[src/rtl/vram_arbiter_if.sv]
// Bus bundle between the video-RAM arbiter and its initiators / RAM_sync.
// The slave modport is the arbiter's view; master is the initiator/RAM side.
interface vram_arbiter_if #(
    parameter int ADDR_W  = 15,
    parameter int DATA_W  = 16,
    parameter int STALL_W = 8
);
    logic              sprite_busy;
    logic [5:0]        sprite_addr;
    logic              tile_busy;
    logic [ADDR_W-1:0] tile_addr;
    logic [DATA_W-1:0] video_rdata;

    logic              cpu_req;
    logic              cpu_write;
    logic [ADDR_W-1:0] cpu_addr;
    logic [DATA_W-1:0] cpu_wdata;
    logic              cpu_ack;
    logic              cpu_hold;
    logic [DATA_W-1:0] cpu_rdata;
    logic              cpu_rvalid;

    logic [ADDR_W-1:0] ram_addr;
    logic [DATA_W-1:0] ram_din;
    logic              ram_we;
    logic [DATA_W-1:0] ram_dout;

    logic [STALL_W-1:0] stall_max;

    modport slave (
        input  sprite_busy, sprite_addr, tile_busy, tile_addr,
        input  cpu_req, cpu_write, cpu_addr, cpu_wdata, ram_dout,
        output video_rdata, cpu_ack, cpu_hold, cpu_rdata, cpu_rvalid,
        output ram_addr, ram_din, ram_we, stall_max
    );

    modport master (
        output sprite_busy, sprite_addr, tile_busy, tile_addr,
        output cpu_req, cpu_write, cpu_addr, cpu_wdata, ram_dout,
        input  video_rdata, cpu_ack, cpu_hold, cpu_rdata, cpu_rvalid,
        input  ram_addr, ram_din, ram_we, stall_max
    );
endinterface

[src/rtl/vram_arbiter.sv]
// Single-port arbiter for the shared 32k x 16 video RAM: sprite > tile > posted
// CPU write > CPU access, with a one-entry write buffer and CPU stall statistics.
module vram_arbiter #(
    parameter int                  ADDR_W      = 15,
    parameter int                  DATA_W      = 16,
    parameter logic [ADDR_W-7:0]   SPRITE_BASE = 9'h1FC,
    parameter int                  STALL_W     = 8
) (
    input  logic          clk,
    input  logic          reset,
    vram_arbiter_if.slave bus
);

    logic              video_free;
    logic              drain;
    logic              wr_accept;
    logic              rd_accept;
    logic              hold;

    logic              wbuf_valid;
    logic [ADDR_W-1:0] wbuf_addr;
    logic [DATA_W-1:0] wbuf_data;

    logic              rvalid_q;
    logic [DATA_W-1:0] rdata_q;

    logic [STALL_W-1:0] stall_cnt;
    logic [STALL_W-1:0] stall_inc;
    logic [STALL_W-1:0] stall_max_q;

    // Any buffered write blocks new CPU traffic, so reads can never overtake it.
    // Draining is suppressed in a reset cycle so a discarded write never lands.
    assign video_free = ~bus.sprite_busy & ~bus.tile_busy;
    assign drain      = video_free & wbuf_valid & ~reset;
    assign wr_accept  = bus.cpu_req & bus.cpu_write & ~wbuf_valid;
    assign rd_accept  = bus.cpu_req & ~bus.cpu_write & video_free & ~wbuf_valid;
    assign hold       = bus.cpu_req & ~(wr_accept | rd_accept);
    assign stall_inc  = (stall_cnt == {STALL_W{1'b1}}) ? stall_cnt : stall_cnt + 1'b1;

    assign bus.cpu_ack     = wr_accept | rd_accept;
    assign bus.cpu_hold    = hold;
    assign bus.video_rdata = bus.ram_dout;
    assign bus.cpu_rvalid  = rvalid_q;
    assign bus.stall_max   = stall_max_q;
    // RAM_sync returns data one cycle late, so the result bypasses the hold register
    // during the rvalid cycle and is then held until the next read completes.
    assign bus.cpu_rdata   = rvalid_q ? bus.ram_dout : rdata_q;

    always_comb begin
        bus.ram_addr = bus.cpu_addr;
        bus.ram_din  = bus.cpu_wdata;
        bus.ram_we   = 1'b0;
        if (bus.sprite_busy) begin
            bus.ram_addr = {SPRITE_BASE, bus.sprite_addr};
        end else if (bus.tile_busy) begin
            bus.ram_addr = bus.tile_addr;
        end else if (drain) begin
            bus.ram_addr = wbuf_addr;
            bus.ram_din  = wbuf_data;
            bus.ram_we   = 1'b1;
        end else if (bus.cpu_req) begin
            bus.ram_we   = wr_accept;
        end
    end

    always_ff @(posedge clk) begin
        if (reset) begin
            wbuf_valid <= 1'b0;
            wbuf_addr  <= '0;
            wbuf_data  <= '0;
        end else if (wr_accept && !video_free) begin
            wbuf_valid <= 1'b1;
            wbuf_addr  <= bus.cpu_addr;
            wbuf_data  <= bus.cpu_wdata;
        end else if (drain) begin
            wbuf_valid <= 1'b0;
        end
    end

    always_ff @(posedge clk) begin
        if (reset) begin
            rvalid_q <= 1'b0;
            rdata_q  <= '0;
        end else begin
            rvalid_q <= rd_accept;
            if (rvalid_q) begin
                rdata_q <= bus.ram_dout;
            end
        end
    end

    always_ff @(posedge clk) begin
        if (reset) begin
            stall_cnt   <= '0;
            stall_max_q <= '0;
        end else if (hold) begin
            stall_cnt <= stall_inc;
            if (stall_inc > stall_max_q) begin
                stall_max_q <= stall_inc;
            end
        end else begin
            stall_cnt <= '0;
        end
    end

endmodule

[src/flat_wrapper.sv]
// flat-port wrapper written by rule: the top's interface ports become plain ports
module vram_arbiter_flat 
#(
    parameter int                  ADDR_W      = 15,
    parameter int                  DATA_W      = 16,
    parameter logic [ADDR_W-7:0]   SPRITE_BASE = 9'h1FC,
    parameter int                  STALL_W     = 8
)
  (clk, reset, bus_sprite_busy, bus_sprite_addr, bus_tile_busy, bus_tile_addr, bus_cpu_req, bus_cpu_write, bus_cpu_addr, bus_cpu_wdata, bus_ram_dout, bus_video_rdata, bus_cpu_ack, bus_cpu_hold, bus_cpu_rdata, bus_cpu_rvalid, bus_ram_addr, bus_ram_din, bus_ram_we, bus_stall_max);
  vram_arbiter_if #(.ADDR_W(ADDR_W), .DATA_W(DATA_W), .STALL_W(STALL_W)) bus_i ();
  input  logic clk;
  input  logic reset;
  input wire logic [$bits(bus_i.sprite_busy)-1:0] bus_sprite_busy;
  input wire logic [$bits(bus_i.sprite_addr)-1:0] bus_sprite_addr;
  input wire logic [$bits(bus_i.tile_busy)-1:0] bus_tile_busy;
  input wire logic [$bits(bus_i.tile_addr)-1:0] bus_tile_addr;
  input wire logic [$bits(bus_i.cpu_req)-1:0] bus_cpu_req;
  input wire logic [$bits(bus_i.cpu_write)-1:0] bus_cpu_write;
  input wire logic [$bits(bus_i.cpu_addr)-1:0] bus_cpu_addr;
  input wire logic [$bits(bus_i.cpu_wdata)-1:0] bus_cpu_wdata;
  input wire logic [$bits(bus_i.ram_dout)-1:0] bus_ram_dout;
  output wire logic [$bits(bus_i.video_rdata)-1:0] bus_video_rdata;
  output wire logic [$bits(bus_i.cpu_ack)-1:0] bus_cpu_ack;
  output wire logic [$bits(bus_i.cpu_hold)-1:0] bus_cpu_hold;
  output wire logic [$bits(bus_i.cpu_rdata)-1:0] bus_cpu_rdata;
  output wire logic [$bits(bus_i.cpu_rvalid)-1:0] bus_cpu_rvalid;
  output wire logic [$bits(bus_i.ram_addr)-1:0] bus_ram_addr;
  output wire logic [$bits(bus_i.ram_din)-1:0] bus_ram_din;
  output wire logic [$bits(bus_i.ram_we)-1:0] bus_ram_we;
  output wire logic [$bits(bus_i.stall_max)-1:0] bus_stall_max;
  assign bus_i.sprite_busy = bus_sprite_busy;
  assign bus_i.sprite_addr = bus_sprite_addr;
  assign bus_i.tile_busy = bus_tile_busy;
  assign bus_i.tile_addr = bus_tile_addr;
  assign bus_i.cpu_req = bus_cpu_req;
  assign bus_i.cpu_write = bus_cpu_write;
  assign bus_i.cpu_addr = bus_cpu_addr;
  assign bus_i.cpu_wdata = bus_cpu_wdata;
  assign bus_i.ram_dout = bus_ram_dout;
  assign bus_video_rdata = bus_i.video_rdata;
  assign bus_cpu_ack = bus_i.cpu_ack;
  assign bus_cpu_hold = bus_i.cpu_hold;
  assign bus_cpu_rdata = bus_i.cpu_rdata;
  assign bus_cpu_rvalid = bus_i.cpu_rvalid;
  assign bus_ram_addr = bus_i.ram_addr;
  assign bus_ram_din = bus_i.ram_din;
  assign bus_ram_we = bus_i.ram_we;
  assign bus_stall_max = bus_i.stall_max;
  vram_arbiter #(.ADDR_W(ADDR_W), .DATA_W(DATA_W), .SPRITE_BASE(SPRITE_BASE), .STALL_W(STALL_W)) u_core (.clk(clk), .reset(reset), .bus(bus_i));
endmodule
[config.mk]
export PLATFORM = sky130hd
export DESIGN_NAME = vram_arbiter_flat
export DESIGN_NICKNAME = d
export VERILOG_FILES = /design/src/rtl/vram_arbiter_if.sv /design/src/rtl/vram_arbiter.sv /design/src/flat_wrapper.sv
export SDC_FILE = /design/constraint.sdc
export NUM_CORES = 1
export LEC_CHECK = 0
export ABC_AREA = 1
export BUFFER_PORTS_ARGS = -buffer_cell sky130_fd_sc_hd__buf_2
export CORE_MARGIN = 2
export CORE_UTILIZATION = 48
export CTS_CLUSTER_DIAMETER = 80
export DETAILED_ROUTE_END_ITERATION = 10
export PLACE_DENSITY = 0.81
export SYNTH_ARGS = -nofsm -noshare
export SYNTH_HDL_FRONTEND = slang
export SYNTH_SLANG_ARGS = --single-unit
[constraint.sdc]
create_clock -name clk -period 3.05 [get_ports clk]
set_clock_uncertainty 0.15 [all_clocks]
set_input_delay 0.915 -clock clk [delete_from_list [all_inputs] [get_ports clk]]
set_output_delay 0.915 -clock clk [all_outputs]
set_load 0.005 [all_outputs]
**Word-level counts from Yosys, hierarchy flattened**

Index checks and enable logic that the tools add are counted.

- Register bits: 65
- Output and inout bits: 75

- Add/sub/neg operators: 1
- Magnitude comparators: 1
- Equal/unequal tests: 1
- Muxes and demuxes: 14
- Bitwise logic cells: 17
- Reduce and logical (&&, ||, !) cells: 5

Operator list:

| kind | count |
|---|---|
| 16-bit 2-to-1 mux | 4 |
| 15-bit 2-to-1 mux | 3 |
| 1-bit bitwise AND | 9 |
| 8-bit by 1-bit adder with 8-bit output, second input constant | 1 |
| 8-bit equality test, second input constant | 1 |
| 8-bit > comparator | 1 |
| 8-bit 2-to-1 mux | 1 |
| 1-bit inverter | 7 |
| 1-bit 2-to-1 mux | 6 |
| 2-bit AND reduction | 1 |
| 2-bit nonzero test | 1 |
| 2-bit OR reduction | 1 |
| 1-bit logical AND | 1 |
| 1-bit logical NOT | 1 |
| 1-bit OR | 1 |

**Longest topological paths before layout**

Gate-level depths: netlist of the first run.

- Word-level depth: 9
- Mapped depth: 18

**Least setup slack after synthesis of the first run**

No wires, ideal clock.

- Path type: input-to-output
- From: input bus_sprite_busy
- To: output bus_ram_addr[10]
- Arrival: 1.767 ns
- Setup slack: 0.218 ns
- Stages on the path: 7
- Cells stage by stage: buf_6 > nor2_8 > nand3_4 > inv_4 > buf_6 > a21oi_1 > a21oi_1

- Longest elaborated chain between the ends: 7

Ends and longest elaborated chain:

| item | line | source |
|---|---|---|
| from (decl) | flat_wrapper.sv:13 | `input wire logic [$bits(bus_i.sprite_busy)-1:0] bus_sprite_busy;` |
| 1-bit inverter | vram_arbiter.sv:33 | `assign video_free = ~bus.sprite_busy & ~bus.tile_busy;` |
| 1-bit bitwise AND | vram_arbiter.sv:33 |  |
| 1-bit bitwise AND (2 in series) | vram_arbiter.sv:34 | `assign drain = video_free & wbuf_valid & ~reset;` |
| 15-bit 2-to-1 mux | vram_arbiter.sv:57 | `end else if (drain) begin` |
| 15-bit 2-to-1 mux | vram_arbiter.sv:55 | `end else if (bus.tile_busy) begin` |
| 15-bit 2-to-1 mux * | vram_arbiter.sv:53 | `if (bus.sprite_busy) begin` |
| to (decl) | flat_wrapper.sv:27 | `output wire logic [$bits(bus_i.ram_addr)-1:0] bus_ram_addr;` |

Mark *: on every way between the ends. The rest lies on a longest branch, timed or not.

**Final worst setup path of the first run**

- From: input bus_sprite_busy
- To: output bus_ram_addr[0]

Same word-level chain as after synthesis.

==> reports/results.ini, run 1 <==
[placed_design]
placed_cell_area_sq_um=4170
io_buffers=148
dpl.hpwl_mm=6.31
gp_congestion=0.890
dp.cells=735

[global_route]
grt_max_degree=41
antenna_found_initial=0
grt_pass1_wl_mm=14.2
first_global_vias=3341
gr-total-overflow=0
grtUsageTotal_pct=22.5

[sta]
period_needed_ps=3000
whs_ps=319
setup_violations=0
drv_slew=0
slew_headroom_pct=68.2
hold_viol=0
fin_crit_sh_pct=98.2
fmax_ghz=0.334
fin_tns_setup_ps=0
worst-slew-pin-transition_ps=477
rsz0062_at_grt=yes

[drt]
ant_nets=0
wl_per_cell_um=11.2
drtIter0Drc=102
via_count=3631
routed_via_density=4.83
routed_wl_mm=8.45
drt_first_pass_iters=4
route.detailed.drc=0

[floorplan]
die_y_um=88.8
die_area_sq_um=7890
rows=30
start_util_pct=50.3
core_area_sq_um=6870
design.portCount=149
dieWidth_um=88.8

[worst_setup_path]
crit_fanout=21
arrival_ps=1930
max_stage_delay_ps=210
critPathTopFamily=buffers and inverters
crit_required_ps=1980
critical_path_buf_inv_count=3
cp-start-kind=input port
worstSetupEndpointType=output port
critPathMostFrequentCell=buf_2
crit_chain=buf_2, nor2_8, nand3_4, inv_6, nor2_1, o31ai_1, buf_2
slowest_stage=o31ai_1
criticalPathCategory=in2out

[logic_synthesis]
ys_ff_latch=65
synth_nets=600
ys_warn_count=0
async_flop_share_pct=0
synthTopCellsByArea=dfxtp_1 38%, nand2_1 16%, nor2_1 11%, a21oi_1 6.5%, o21ai_0 4.2%
synth-edff-count=0
synth_ff_type=dfxtp_1
avgSynthCellArea_sq_um=6.68
yosysTopAreaCellShare_pct=37.7
yosysMostFrequentCell=nand2_1
muxShareOfSynthArea_pct=0
synth_fa_ha_area_share_pct=3.26
synth_area_sq_um=3450
synth_top_family_by_area=simple AND/OR/NAND/NOR gates
synthXorXnorAreaFrac_pct=0.761
synthSimpleGateAreaFrac_pct=33.7
yosys.area.top_type=dfxtp_1
yosysSeqAreaShare_pct=37.7
postSynthCellCount=517
yosys.cell_types.count=30
synth_top_cells_by_count=147 x nand2_1, 101 x nor2_1, 65 x dfxtp_1
synth_compound_area_share_pct=13.9

[power_and_ir_drop]
irDropWorstVdd_v=0.000215
powerDensity_nw_per_um2=524
p_leak_nw=2.40
total_power_mw=2.30

[clock_tree]
ctsHtreeMaxLevel=3
tritoncts=yes
holdBufCountCts=0
clock-sinks=65
cts_buffers=9
cts_buffer_depth=2
clk_pin_slew_ps=80
clkLatencyLatePin_ps=330
root_buffer=clkbuf_8

[final_layout]
stdcell_count=752
stdcell_area_sq_um=4390
final_nets=734
syn_to_final_growth_pct=27.1
antenna_cells=0
drive_gt1_share_pct=29.9

[outcome]
status=finished clean

[hold_path]
min_path_type=reg2reg

[flow_run]
drv_cap=0

placed cells by master (no fill, tap or decap), types with 2 or more instances in the layout:
| cell | netlist | final |
|---|---|---|
| a21oi_1 | 45 | 45 |
| a22oi_1 | 3 | 3 |
| buf_2 | 12 | 148 |
| buf_4 | 16 | 11 |
| clkbuf_8 | 0 | 10 |
| clkinv_4 | 0 | 2 |
| clkinvlp_4 | 0 | 2 |
| dfxtp_1 | 65 | 65 |
| ha_1 | 9 | 9 |
| inv_1 | 31 | 31 |
| inv_2 | 4 | 3 |
| nand2_1 | 147 | 147 |
| nand2_2 | 3 | 3 |
| nand3_1 | 12 | 12 |
| nand3_4 | 3 | 3 |
| nor2_1 | 101 | 101 |
| nor2_2 | 2 | 2 |
| nor2_8 | 2 | 2 |
| o21ai_0 | 29 | 29 |
| o21ai_1 | 7 | 7 |
| o31ai_1 | 5 | 5 |
| or2_2 | 2 | 2 |
| xor2_1 | 3 | 3 |
worst register-to-register path, delay by kind of cell (launching register included):
family,cells,cell delay [ps]
DFF,1,350
and+or+nand+nor,14,1510
adders and majority gates,2,520
buffers and inverters,1,80
routing by layer:
metal  track usage [%]  wire (um)  vias to the layer above
met3              5.60        496                        4
met4              6.89         43                        0
met5                 0          0                        -
met1              26.6       3670                     1640
li1                  -          -                     1890
met2              40.0       4240                       97
metrics by stage:
step | util, % | setup slack (ps)
3_5_place_dp | 60.7 | 9.29
3_3_place_gp | 60.7 | 71.6
4_1_cts | 63.6 | 7.64
2_1_floorplan | - | 218
6_report | 63.9 | 54.9
5_1_grt | 63.9 | -4.13
worst paths after layout:
check / depth (start not counted) / endpoint / slack (ps) / from
max: 7 / bus_ram_addr[0] / 50 / bus_sprite_busy
min: 2 / u_core.rdata_q[1] / 320 / u_core.rdata_q[1]
max reg2reg: 17 / u_core.bus.stall_max[0] / 360 / u_core.stall_cnt[0]
min reg2reg: 2 / u_core.rdata_q[1] / 320 / u_core.rdata_q[1]
repair_timing:
action,in CTS,in global routing
endpoints found under the setup margin,0,23
setup buffers,0,1
gates resized for setup,0,4
flip-flops by register name (all words and copies together), names as in the netlist:
signal	count
u_core.stall_cnt	8
u_core.rdata_q	16
u_core.bus.cpu_rvalid	1
u_core.wbuf_valid	1
u_core.wbuf_addr	15
u_core.wbuf_data	16
u_core.bus.stall_max	8
report_power, final:
part	internal, mW	total [mW]	switching (mW)
logic	0.241	0.592	0.351
clock network	0.401	0.746	0.345
registers	0.921	0.963	0.0412
logic make-up (layout without fill, tap and decap cells):
group                    Yosys count  count (layout)
buffers and inverters             73             212
adder cells (fa/ha/maj)            9               9
flip-flops                        65              65
AO/OA/AOI/OAI                     91              91
AND/OR/NAND/NOR                  276             276
XOR/XNOR                           3               3
cell type report:
cell class | instances | area, sq um
Clock inverter | 6 | 67.6
Multi-Input combinational cell | 379 | 1780
Inverter | 36 | 143
Fill cell | 643 | 2480
Timing Repair Buffer | 160 | 835
Sequential cell | 65 | 1300
Clock buffer | 10 | 138
Tap cell | 96 | 120
Note: power is estimated with default switching activity, not from simulation.
==> run 2, diff against run 1 <==
--- a/config.mk
+++ b/config.mk
@@ -5,13 +5,12 @@
 export SDC_FILE = /design/constraint.sdc
 export NUM_CORES = 1
 export LEC_CHECK = 0
-export ABC_AREA = 1
 export BUFFER_PORTS_ARGS = -buffer_cell sky130_fd_sc_hd__buf_2
 export CORE_MARGIN = 2
 export CORE_UTILIZATION = 48
 export CTS_CLUSTER_DIAMETER = 80
 export DETAILED_ROUTE_END_ITERATION = 10
-export PLACE_DENSITY = 0.81
+export PLACE_DENSITY = 0.8
 export SYNTH_ARGS = -nofsm -noshare
 export SYNTH_HDL_FRONTEND = slang
 export SYNTH_SLANG_ARGS = --single-unit
==> run 2 against run 1 <==
Hold slack got worse by 12 ps. Largest power group unchanged. Cell count fell by 12%. Non-clock buffer count rose by 8. The run now ends with negative setup slack left. First-iteration DRC count rose by 43%.
==> reports/results.ini, run 2 <==
[outcome]
status=finished, violations left
violations=negative setup slack

[worst_setup_path]
max_stage_delay_ps=320
crit_fanout=8
crit_required_ps=1980
cp-start-kind=input port
critPathMostFrequentCell=buf_6
worstSetupEndpointType=output port
criticalPathCategory=in2out
arrival_ps=2020
r2r_slack_ps=160
r2r_end=u_core.bus.stall_max[1]
crit_chain=buf_6, or2_4, nor2_4, buf_8, mux2_4, buf_6
rr_startpoint=u_core.stall_cnt[1]
r2r_cells=12
slowest_stage=mux2_4

[drt]
via_count=3457
routed_via_density=5.23
wl_per_cell_um=14.2
drtIter0Drc=146
routed_wl_mm=9.39
route.detailed.drc=0
drt_first_pass_iters=6
ant_nets=0

[floorplan]
start_util_pct=49.0
die_area_sq_um=7980
design.portCount=149
die_y_um=89.3
rows=31
core_area_sq_um=7140
dieWidth_um=89.3

[sta]
hold_viol=0
fmax_ghz=0.324
fin_crit_sh_pct=101
layout_setup_ws_ps=-39.7
period_needed_ps=3090
drv_slew=0
setup_violations=17
worst-slew-pin-transition_ps=637
slew_headroom_pct=57.5
rsz0062_at_grt=yes

[final_layout]
layout_commonest_cell=buf_2
syn_to_final_growth_pct=36.5
final_nets=641
largestRegisters=u_core.rdata_q x16, u_core.wbuf_data x16, u_core.wbuf_addr x15
drive_gt1_share_pct=41.8
final_cell_mix=130 x buf_2, 74 x nand2_1, 65 x dfxtp_1, 54 x a21oi_1, 22 x nor2_1
stdcell_count=661
utilization_pct=66.9
antenna_cells=0

[global_route]
antenna_found_initial=0
grt_max_degree=62
grtUsageTotal_pct=22.8
gr-total-overflow=0
first_global_vias=3165
grt_pass1_wl_mm=14.1

[logic_synthesis]
ys_warn_count=0
yosysTopAreaCellShare_pct=37.2
yosys.cell_types.count=40
async_flop_share_pct=0
yosys.area.top_type=dfxtp_1
avgSynthCellArea_sq_um=8.34
postSynthCellCount=419
yosysSeqAreaShare_pct=37.2
synthTopCellsByArea=dfxtp_1 37%, mux2_2 12%, nand2_1 7.9%, a21oi_1 7.9%, mux2i_1 5.2%
synth_ff_type=dfxtp_1
synth-edff-count=0
ys_ff_latch=65
yosysMostFrequentCell=nand2_1
synth_area_sq_um=3500
synth_top_cells_by_count=74 x nand2_1, 65 x dfxtp_1, 55 x a21oi_1
synth_nets=502

[flow_run]
drv_cap=0

[clock_tree]
cts_buffer_depth=2
ctsHtreeMaxLevel=3
clk_pin_slew_ps=70
clkLatencyLatePin_ps=330
tritoncts=yes
root_buffer=clkbuf_8
clock-sinks=65
cts_buffers=9

[power_and_ir_drop]
powerDensity_nw_per_um2=434
irDropWorstVdd_v=0.000290
p_leak_nw=2.29

[placed_design]
dp.cells=642
gp_congestion=0.979
io_buffers=148
dpl.hpwl_mm=6.60

[hold_path]
min_path_type=reg2reg
min_from=u_core.wbuf_addr[7]
whs_path_depth=2
holdPathEnd=u_core.wbuf_addr[7]

## run 2: worst max path at each step
stage | cells past startpoint | startpoint | to
global route | 6 | bus_tile_busy | bus_ram_din[0]
finish | 6 | bus_tile_busy | bus_ram_din[0]
CTS | 8 | reset | bus_ram_din[7]
detailed placement | 9 | reset | bus_ram_addr[0]
floorplan | 5 | bus_tile_busy | bus_ram_din[10]
global placement | 7 | reset | bus_ram_din[12]
## run 2: cell type report
| class | count | area, sq um |
|---|---|---|
| flip-flops and latches | 65 | 1300 |
| well taps | 99 | 124 |
| fillers | 604 | 2360 |
| inverters | 14 | 53.8 |
| clock buffers | 13 | 169 |
| multi-input cells | 300 | 2020 |
| repair buffers | 168 | 1050 |
| clock inverters | 2 | 60.1 |
## run 2: power by group
part	switching [mW]	internal, mW
Sequential	0.0154	0.874
Combinational	0.163	0.181
Clock	0.315	0.524
Total	0.493	1.58
## run 2: logic make-up (layout without fill, tap and decap cells)
family,after synthesis,in the layout,synth area share [%]
and+or+nand+nor,154,154,20.5
AOI/OAI and AO/OA,78,78,12.6
DFF,65,65,37.2
muxes,57,57,17.7
buffers and inverters,54,197,8.30
adders and majority gates,9,9,3.22
xor gates and xnor gates,2,2,0.501
## run 2: critical path: cells and delay by family
| family | cells | cell delay [ps] |
|---|---|---|
| buffers and inverters | 3 | 380 |
| and+or+nand+nor | 2 | 400 |
| muxes | 1 | 320 |
## run 2: per-layer routing
layer / vias up / global-route usage (%) / wire (um)
met5: - / 0 / 0
met1: 1606 / 26.2 / 3870
met4: 0 / 10.0 / 179
li1: 1676 / - / -
met2: 155 / 39.7 / 4630
met3: 20 / 6.00 / 710
## run 2: repair_timing
action                                  4_1_cts  5_1_grt
gates cloned                                  1        0
hold buffers                                  0        0
pin swaps                                     1        4
gates resized for setup                      41       14
endpoints found under the setup margin       25       36
buffers inserted                              4        2
## run 2: per-stage QoR
step | area, sq um | setup TNS (ps) | total power [mW] | hold WS [ps] | worst slack [ps]
floorplan | 3510 | -142 | 1.08 | 282 | -14.2
global placement | 4300 | -1180 | 1.20 | 288 | -66.1
detailed placement | 4300 | -1740 | 1.21 | 297 | -111
CTS | 4770 | -1330 | 2.08 | 309 | -84.9
global route | 4770 | -1150 | 2.16 | 336 | -69.5
finish | 4770 | -474 | 2.07 | 307 | -39.7
